### config.mk
export PLATFORM = sky130hd
export DESIGN_NAME = des_key_schedule
export DESIGN_NICKNAME = d
export VERILOG_FILES = /design/src/rtl/des_key_schedule.sv
export SDC_FILE = /design/constraint.sdc
export NUM_CORES = 1
export LEC_CHECK = 0
export CORE_MARGIN = 2
export CORE_UTILIZATION = 55
export CTS_BUF_LIST = sky130_fd_sc_hd__clkbuf_8 sky130_fd_sc_hd__clkbuf_16
export CTS_CLUSTER_SIZE = 10
export DETAILED_ROUTE_END_ITERATION = 8
export PLACE_DENSITY = 0.86
export REMOVE_ABC_BUFFERS = 1
export SYNTH_ARGS = -nofsm -noshare
export SYNTH_HDL_FRONTEND = slang
export SYNTH_SLANG_ARGS = --single-unit
export TNS_END_PERCENT = 50
### constraint.sdc
create_clock -name clk -period 2.8 [get_ports clk]
set_input_delay 0.7 -clock clk [delete_from_list [all_inputs] [get_ports clk]]
set_output_delay 0.7 -clock clk [all_outputs]
set_load 0.03 [all_outputs]
### src/rtl/des_key_schedule.sv
// des_key_schedule: sequential DES/3DES round-key generator.
// Applies PC1 to the selected key, then streams 16 PC2 subkeys per pass over a
// valid/ready handshake, in encrypt (K1..K16) or decrypt (K16..K1) order.
// NUM_KEYS = 3 sequences the three EDE passes automatically.
// Optional macro DES_KEY_PARITY_CHECK_EN: refuses start when any key byte has
// even parity and reports it on parity_err.
module des_key_schedule #(
  parameter int unsigned NUM_KEYS    = 1,
  // Leftmost bit is round 1; a set bit means that round rotates by 2.
  parameter logic [15:0] SHIFT_SCHED = 16'b0011_1111_0111_1110
) (
  input  logic                    clk,
  input  logic                    n_rst,
  input  logic                    start,
  input  logic                    abort,
  input  logic                    decrypt,
  input  logic [0:64*NUM_KEYS-1]  key_in,
  output logic [0:47]             subkey,
  output logic                    subkey_valid,
  input  logic                    subkey_ready,
  output logic [3:0]              round_idx,
  output logic [1:0]              key_sel,
  output logic                    last,
  output logic                    busy,
`ifdef DES_KEY_PARITY_CHECK_EN
  output logic                    parity_err,
`endif
  output logic                    done
);

  localparam int unsigned KEY_W     = 64 * NUM_KEYS;
  localparam int unsigned NUM_BYTES = 8 * NUM_KEYS;
  localparam logic [1:0]  LAST_PASS = 2'(NUM_KEYS - 1);

  localparam logic [1:0] S_IDLE = 2'd0;
  localparam logic [1:0] S_LOAD = 2'd1;
  localparam logic [1:0] S_GEN  = 2'd2;
  localparam logic [1:0] S_DONE = 2'd3;

  if (NUM_KEYS != 1 && NUM_KEYS != 3) begin : g_bad_num_keys
    $error("des_key_schedule: NUM_KEYS must be 1 or 3");
  end

  // Permuted choice 1: 64-bit key to 56-bit C||D, parity bits dropped.
  function automatic logic [0:55] pc1(input logic [0:63] k);
    pc1 = {k[56], k[48], k[40], k[32], k[24], k[16], k[8],
           k[0],  k[57], k[49], k[41], k[33], k[25], k[17],
           k[9],  k[1],  k[58], k[50], k[42], k[34], k[26],
           k[18], k[10], k[2],  k[59], k[51], k[43], k[35],
           k[62], k[54], k[46], k[38], k[30], k[22], k[14],
           k[6],  k[61], k[53], k[45], k[37], k[29], k[21],
           k[13], k[5],  k[60], k[52], k[44], k[36], k[28],
           k[20], k[12], k[4],  k[27], k[19], k[11], k[3]};
  endfunction

  // Permuted choice 2: 56-bit C||D to 48-bit round subkey.
  function automatic logic [0:47] pc2(input logic [0:55] cd);
    pc2 = {cd[13], cd[16], cd[10], cd[23], cd[0],  cd[4],
           cd[2],  cd[27], cd[14], cd[5],  cd[20], cd[9],
           cd[22], cd[18], cd[11], cd[3],  cd[25], cd[7],
           cd[15], cd[6],  cd[26], cd[19], cd[12], cd[1],
           cd[40], cd[51], cd[30], cd[36], cd[46], cd[54],
           cd[29], cd[39], cd[50], cd[44], cd[32], cd[47],
           cd[43], cd[48], cd[38], cd[55], cd[33], cd[52],
           cd[45], cd[41], cd[49], cd[35], cd[28], cd[31]};
  endfunction

  // 28-bit rotations in DES bit order (bit 0 is leftmost).
  function automatic logic [0:27] rot_l(input logic [0:27] x, input logic two);
    rot_l = two ? {x[2:27], x[0:1]} : {x[1:27], x[0]};
  endfunction

  function automatic logic [0:27] rot_r(input logic [0:27] x, input logic two);
    rot_r = two ? {x[26:27], x[0:25]} : {x[27], x[0:26]};
  endfunction

  // Rotation amount for 0-based round r: 1 = rotate by 2.
  function automatic logic shift_two(input logic [3:0] r);
    shift_two = SHIFT_SCHED[4'(4'd15 - r)];
  endfunction

  // Middle pass of EDE runs in the opposite direction.
  function automatic logic pass_mode(input logic [1:0] pass, input logic dec);
    pass_mode = (NUM_KEYS == 3) ? (dec ^ (pass == 2'd1)) : dec;
  endfunction

  function automatic logic [1:0] key_index(input logic [1:0] pass, input logic dec);
    key_index = dec ? 2'(LAST_PASS - pass) : pass;
  endfunction

  logic [1:0]       r_state, w_state_nxt;
  logic [0:27]      r_c, r_d, w_c_nxt, w_d_nxt;
  logic [0:KEY_W-1] r_key, w_key_nxt;
  logic             r_decrypt, w_dec_nxt;
  logic [1:0]       r_pass, w_pass_nxt;
  logic [3:0]       r_round, w_round_nxt;
  logic             r_valid, r_busy, r_done, r_last, w_last_nxt;
  logic [1:0]       w_ksel;
  logic             w_mode;
  logic             w_pass_end;
  logic [0:63]      w_sel_key;
  logic [0:55]      w_pc1;
  logic             w_accept;
  logic             w_two;

`ifdef DES_KEY_PARITY_CHECK_EN
  logic r_parity_err, w_perr_nxt, w_par_ok;

  // Every key byte must carry odd parity.
  always_comb begin
    w_par_ok = 1'b1;
    for (int unsigned b = 0; b < NUM_BYTES; b++) begin
      if (!(^key_in[8*b +: 8])) w_par_ok = 1'b0;
    end
  end
`endif

  assign w_ksel     = key_index(r_pass, r_decrypt);
  assign w_mode     = pass_mode(r_pass, r_decrypt);
  assign w_pass_end = w_mode ? (r_round == 4'd0) : (r_round == 4'd15);
  assign w_pc1      = pc1(w_sel_key);

  // Key selected for the pass being loaded.
  if (NUM_KEYS == 3) begin : g_key_mux3
    always_comb begin
      case (w_ksel)
        2'd1:    w_sel_key = r_key[64:127];
        2'd2:    w_sel_key = r_key[128:191];
        default: w_sel_key = r_key[0:63];
      endcase
    end
  end else begin : g_key_mux1
    assign w_sel_key = r_key[0:63];
  end

  // Next-state and datapath update.
  always_comb begin
    w_state_nxt = r_state;
    w_c_nxt     = r_c;
    w_d_nxt     = r_d;
    w_key_nxt   = r_key;
    w_dec_nxt   = r_decrypt;
    w_pass_nxt  = r_pass;
    w_round_nxt = r_round;
    w_two       = 1'b0;
`ifdef DES_KEY_PARITY_CHECK_EN
    w_perr_nxt  = r_parity_err;
    w_accept    = start & w_par_ok;
`else
    w_accept    = start;
`endif
    if (abort) begin
      w_state_nxt = S_IDLE;
`ifdef DES_KEY_PARITY_CHECK_EN
      w_perr_nxt  = 1'b0;
`endif
    end else begin
      case (r_state)
        S_IDLE: begin
`ifdef DES_KEY_PARITY_CHECK_EN
          if (start) w_perr_nxt = ~w_par_ok;
`endif
          if (w_accept) begin
            w_key_nxt   = key_in;
            w_dec_nxt   = decrypt;
            w_pass_nxt  = 2'd0;
            w_state_nxt = S_LOAD;
          end
        end
        S_LOAD: begin
          // C16D16 equals C0D0, so decrypt starts from the unrotated halves.
          if (w_mode) begin
            w_c_nxt     = w_pc1[0:27];
            w_d_nxt     = w_pc1[28:55];
            w_round_nxt = 4'd15;
          end else begin
            w_c_nxt     = rot_l(w_pc1[0:27], 1'b0);
            w_d_nxt     = rot_l(w_pc1[28:55], 1'b0);
            w_round_nxt = 4'd0;
          end
          w_state_nxt = S_GEN;
        end
        S_GEN: begin
          if (subkey_ready) begin
            if (w_pass_end) begin
              if (r_pass != LAST_PASS) begin
                w_pass_nxt  = r_pass + 2'd1;
                w_state_nxt = S_LOAD;
              end else begin
                w_state_nxt = S_DONE;
              end
            end else if (w_mode) begin
              w_two       = shift_two(r_round);
              w_c_nxt     = rot_r(r_c, w_two);
              w_d_nxt     = rot_r(r_d, w_two);
              w_round_nxt = r_round - 4'd1;
            end else begin
              w_two       = shift_two(r_round + 4'd1);
              w_c_nxt     = rot_l(r_c, w_two);
              w_d_nxt     = rot_l(r_d, w_two);
              w_round_nxt = r_round + 4'd1;
            end
          end
        end
        S_DONE:  w_state_nxt = S_IDLE;
        default: w_state_nxt = S_IDLE;
      endcase
    end
  end

  assign w_last_nxt = (w_state_nxt == S_GEN) && (w_pass_nxt == LAST_PASS) &&
                      (w_round_nxt == (pass_mode(w_pass_nxt, w_dec_nxt) ? 4'd0 : 4'd15));

  // State, key/CD registers and registered status outputs.
  always_ff @(posedge clk or negedge n_rst) begin
    if (!n_rst) begin
      r_state      <= S_IDLE;
      r_c          <= '0;
      r_d          <= '0;
      r_key        <= '0;
      r_decrypt    <= 1'b0;
      r_pass       <= 2'd0;
      r_round      <= 4'd0;
      r_valid      <= 1'b0;
      r_busy       <= 1'b0;
      r_done       <= 1'b0;
      r_last       <= 1'b0;
`ifdef DES_KEY_PARITY_CHECK_EN
      r_parity_err <= 1'b0;
`endif
    end else begin
      r_state      <= w_state_nxt;
      r_c          <= w_c_nxt;
      r_d          <= w_d_nxt;
      r_key        <= w_key_nxt;
      r_decrypt    <= w_dec_nxt;
      r_pass       <= w_pass_nxt;
      r_round      <= w_round_nxt;
      r_valid      <= (w_state_nxt == S_GEN);
      r_busy       <= (w_state_nxt != S_IDLE);
      r_done       <= (w_state_nxt == S_DONE);
      r_last       <= w_last_nxt;
`ifdef DES_KEY_PARITY_CHECK_EN
      r_parity_err <= w_perr_nxt;
`endif
    end
  end

  assign subkey       = pc2({r_c, r_d});
  assign subkey_valid = r_valid;
  assign round_idx    = r_round;
  assign key_sel      = w_ksel;
  assign last         = r_last;
  assign busy         = r_busy;
  assign done         = r_done;
`ifdef DES_KEY_PARITY_CHECK_EN
  assign parity_err   = r_parity_err;
`endif

endmodule

==> flow_summary_export.csv <==
group,metric,value,unit
synth,synth_top_flop_cell,"sky130_fd_sc_hd__dfrtp_1",
cells_and_area,drive_gt1_share,21.4,%
critical_path,crit_fanout,7,
cells_and_area,nNetsFinal,911,
synth,yosys.area_share.adder,1.26,%
global_route,busiest_metal_layer_after_global_routing,"met2",
global_route,number_of_global_route_vias_before_repair,6161,
critical_path,worst_path_max_delay_cell,"sky130_fd_sc_hd__dfrtp_1",
power,switchingPower,6.15,mW
power,share_clk_of_total_power,14.2,%
sta,worst_slew_pin_slew,1.05,ns
clocking,clockBufferDepth,2,
sta,final_period_minus_worst_setup_slack,2.60,ns
clocking,cts_tree,"done",
critical_path,worst-endpoint-arrival,2.87,ns
floorplan,placeableCoreArea,14000,µm²
cells_and_area,final.fill_count,1008,
floorplan,die_h,124,µm
sta,report.final.hold_viol_count,0,
clocking,cts_buffers,17,
critical_path,cp-start-kind,"flip-flop",
clocking,cts.htree.levels,4,
clocking,cts.reportedPaths.clkPinSlew,0.06,ns
global_route,globalRouteMet3Util,6.18,%
sta,skew,0.0112,ns
synth,synth_async_sr_flop_share,100,%
critical_path,count_of_buffer_and_inverter_cells_on_the_critical_path,2,
power,power.static_leakage,4.12,nW
synth,syn_area,7930,µm²
placement,io_buf_count,119,
cells_and_area,antennaDiodeCount,0,
synth,synth_top_area_share,39.5,%
sta,clock.fmax,384,MHz
detailed_routing,dr_total_vias,6250,
power,comb_power_share,59.3,%
outcome,result_of_the_run,"finished, final reports clean",
floorplan,initial_core_util,56.7,%
detailed_routing,drt_pre_antenna_iters,5,
sta,setup-violations-final,0,
synth,synth-warning-count,0,
critical_path,critPathKind,"flip-flop to flip-flop",
power,pwr-share-seq,26.5,%
placement,gp_routability_congestion,0.838,
critical_path,required,3.07,ns
synth,post_synth_xor_area_fraction,0.221,%
power,switching_share,43.0,%
synth,postSynthRegisterBits,125,
cells_and_area,post_route_cell_area,9640,µm²
floorplan,floorplan.rows,43,
global_route,gr-usage-met2,43.4,%
global_route,use_met1,32.4,%
synth,syn_area_per_cell,10.2,µm²
floorplan,design.portCount,128,
power,vdd.ir_drop.worst,0.810,mV
placement,post-dp-hpwl,11700,µm
clocking,clk_latency,0.42,ns
clocking,numClockSinks,125,
synth,synthDominantAreaCellType,"sky130_fd_sc_hd__dfrtp_1",
synth,combinational_family_with_the_most_area_after_synthesis,"multiplexers",
placement,dp.cells,993,
detailed_routing,detail_route.vias_per_cell,6.10,
critical_path,r2r_start,"round_idx[0]",
placement,placed_cell_area,9090,µm²
synth,muxShareOfSynthArea,30.6,%
global_route,grt_first_pass_wirelength,30900,µm
hold_path,holdCritPathClass,"input pin to async pin",
detailed_routing,drt_drc_violations_left,0,
critical_path,path_cells,"inv_1 -> ha_1 -> mux2_2 -> a21oi_4 -> buf_12 -> mux2i_1 -> o22ai_1 -> a21oi_1 -> a21oi_1",
sta,rsz0062_at_grt,"no",
cells_and_area,final_cells,1024,
critical_path,cpLargestDelayFamily,"compound AO/OA/AOI/OAI gates",
detailed_routing,postRouteWirelength,18800,µm
sta,max_slew_margin,30.2,%
cells_and_area,area_growth_syn_to_layout,21.6,%
critical_path,cpPeakStageDelay,0.44,ns
critical_path,first_element_of_the_critical_path,"round_idx[0]",
global_route,grt_max_degree,113,
power,power,14.3,mW
power,int_pwr,8.14,mW
critical_path,cpMostUsedCell,"sky130_fd_sc_hd__a21oi_1",
synth,yosys.cell_types.count,45,
synth,synth-compound-area-share,14.4,%
detailed_routing,avgRoutedWirePerCell,18.4,µm
sta,maxSlewViolCount,0,
global_route,globalRouteOverflowTotal,0,
synth,ranking_of_synthesized_cells_by_instance_count,"125 x sky130_fd_sc_hd__dfrtp_1, 118 x sky130_fd_sc_hd__a21oi_1, 114 x sky130_fd_sc_hd__mux2_2, 114 x sky130_fd_sc_hd__mux2i_1, 61 x sky130_fd_sc_hd__nor2_1",
sta,hold-worst-slack,0.318,ns
synth,count_of_flip_flops_with_a_built_in_enable_after_synthesis,0,
synth,synth_most_common_cell,"sky130_fd_sc_hd__dfrtp_1",
critical_path,worst_setup_path_end_kind,"flip-flop",
synth,netlist_top_cells_area,"sky130_fd_sc_hd__dfrtp_1 39%, sky130_fd_sc_hd__mux2_2 16%, sky130_fd_sc_hd__mux2i_1 14%",
floorplan,die-width,124,µm
detailed_routing,dr.first_iter.drc_count,441,
synth,ys_seq_area_share,39.5,%
sta,finalCritPeriodShare,92.9,%
global_route,global_route.usage.total,25.6,%
floorplan,die_area,15400,µm²
clocking,cts_root_buf,"sky130_fd_sc_hd__clkbuf_16",
power,power_per_cell_area,1480,nW/µm²
detailed_routing,antenna_left,0,
synth,share_of_synthesized_cell_area_in_and_or_nand_and_nor_gates,5.54,%
synth,synthesized_instance_count,778,
global_route,antenna_found_initial,0,
job,max_cap_violations,0,
-- logic make-up after synthesis --
family,count (synthesis)
mux,228
compound gates,199
flops,125
buf+inv,121
simple gates,95
fa+ha+maj,8
xor+xnor,2
-- flip-flops by register name (all words and copies together), names as in the netlist, 2 cells and up --
signal	flops
r_key	56
r_c	28
r_d	28
round_idx	4
r_pass	2
r_state	2
-- through the flow --
stage	setup slack, ns	utilization (%)	setup TNS [ns]
floorplan	-3.33	-	-206.28
global route	0.0113	68.9	0
CTS	0.0132	68.9	0
finish	0.198	68.9	0
global placement	0.0392	65.0	0
detailed placement	-0.0180	65.0	-0.0180
-- worst paths after layout --
check	endpoint	slack [ns]	cells past startpoint
min	r_key[19]	0.32	1
max reg2reg	r_d[13]	0.20	9
min in group clk	r_key[5]	0.53	1
max in group asynchronous	r_key[24]	1.76	2
min reg2reg	r_key[5]	0.53	1
max	r_d[13]	0.20	9
-- area by class of cell --
class                           count  area, µm²  share of cell area, %
Timing Repair Buffer              145       1520                   15.8
Clock inverter                     10       76.3                  0.792
Tap cell                          180        225                   2.34
Clock buffer                       20        467                   4.84
Multi-Input combinational cell    532       4170                   43.3
Inverter                           12       45.0                  0.467
Sequential cell                   125       3130                   32.5
-- repair_timing --
item,in CTS,in global routing
buffers inserted,0,1
gates resized for setup,0,1
endpoints found under the setup margin,0,39
hold buffers,0,0
-- layout by cell type, fill, tap and decap left out, drive strengths merged, types with 2 or more instances in the layout --
master and instances:
dfrtp 125, a21oi 118, clkdlybuf4s50 117, mux2i 114, mux2 114, nor2 61
o22ai 57, buf 27, clkbuf 20, inv 15, nand2 11, ha 8
o21ai 8, nand2b 5, clkinv 4, nand3 4, or4 3, nor2b 2
xnor2 2, clkinvlp 2, o221ai 2, o21a 2, nor3b 2
-- metal layers --
metal	wire length, µm	vias to the layer above
met2	9720	207
met1	7820	3110
met3	1060	23
met4	224	0
met5	0	-
li1	-	2910
-- power groups by stage --
stage	clock, mW	sequential, mW	combinational, mW
6_report	2.03	3.78	8.47
5_1_grt	2.16	3.92	9.17
4_1_cts	2.06	3.76	8.43
3_5_place_dp	0	3.77	8.30
3_3_place_gp	0	3.74	8.06
2_1_floorplan	0	4.38	4.91
Note: power is estimated with default switching activity, not from simulation.
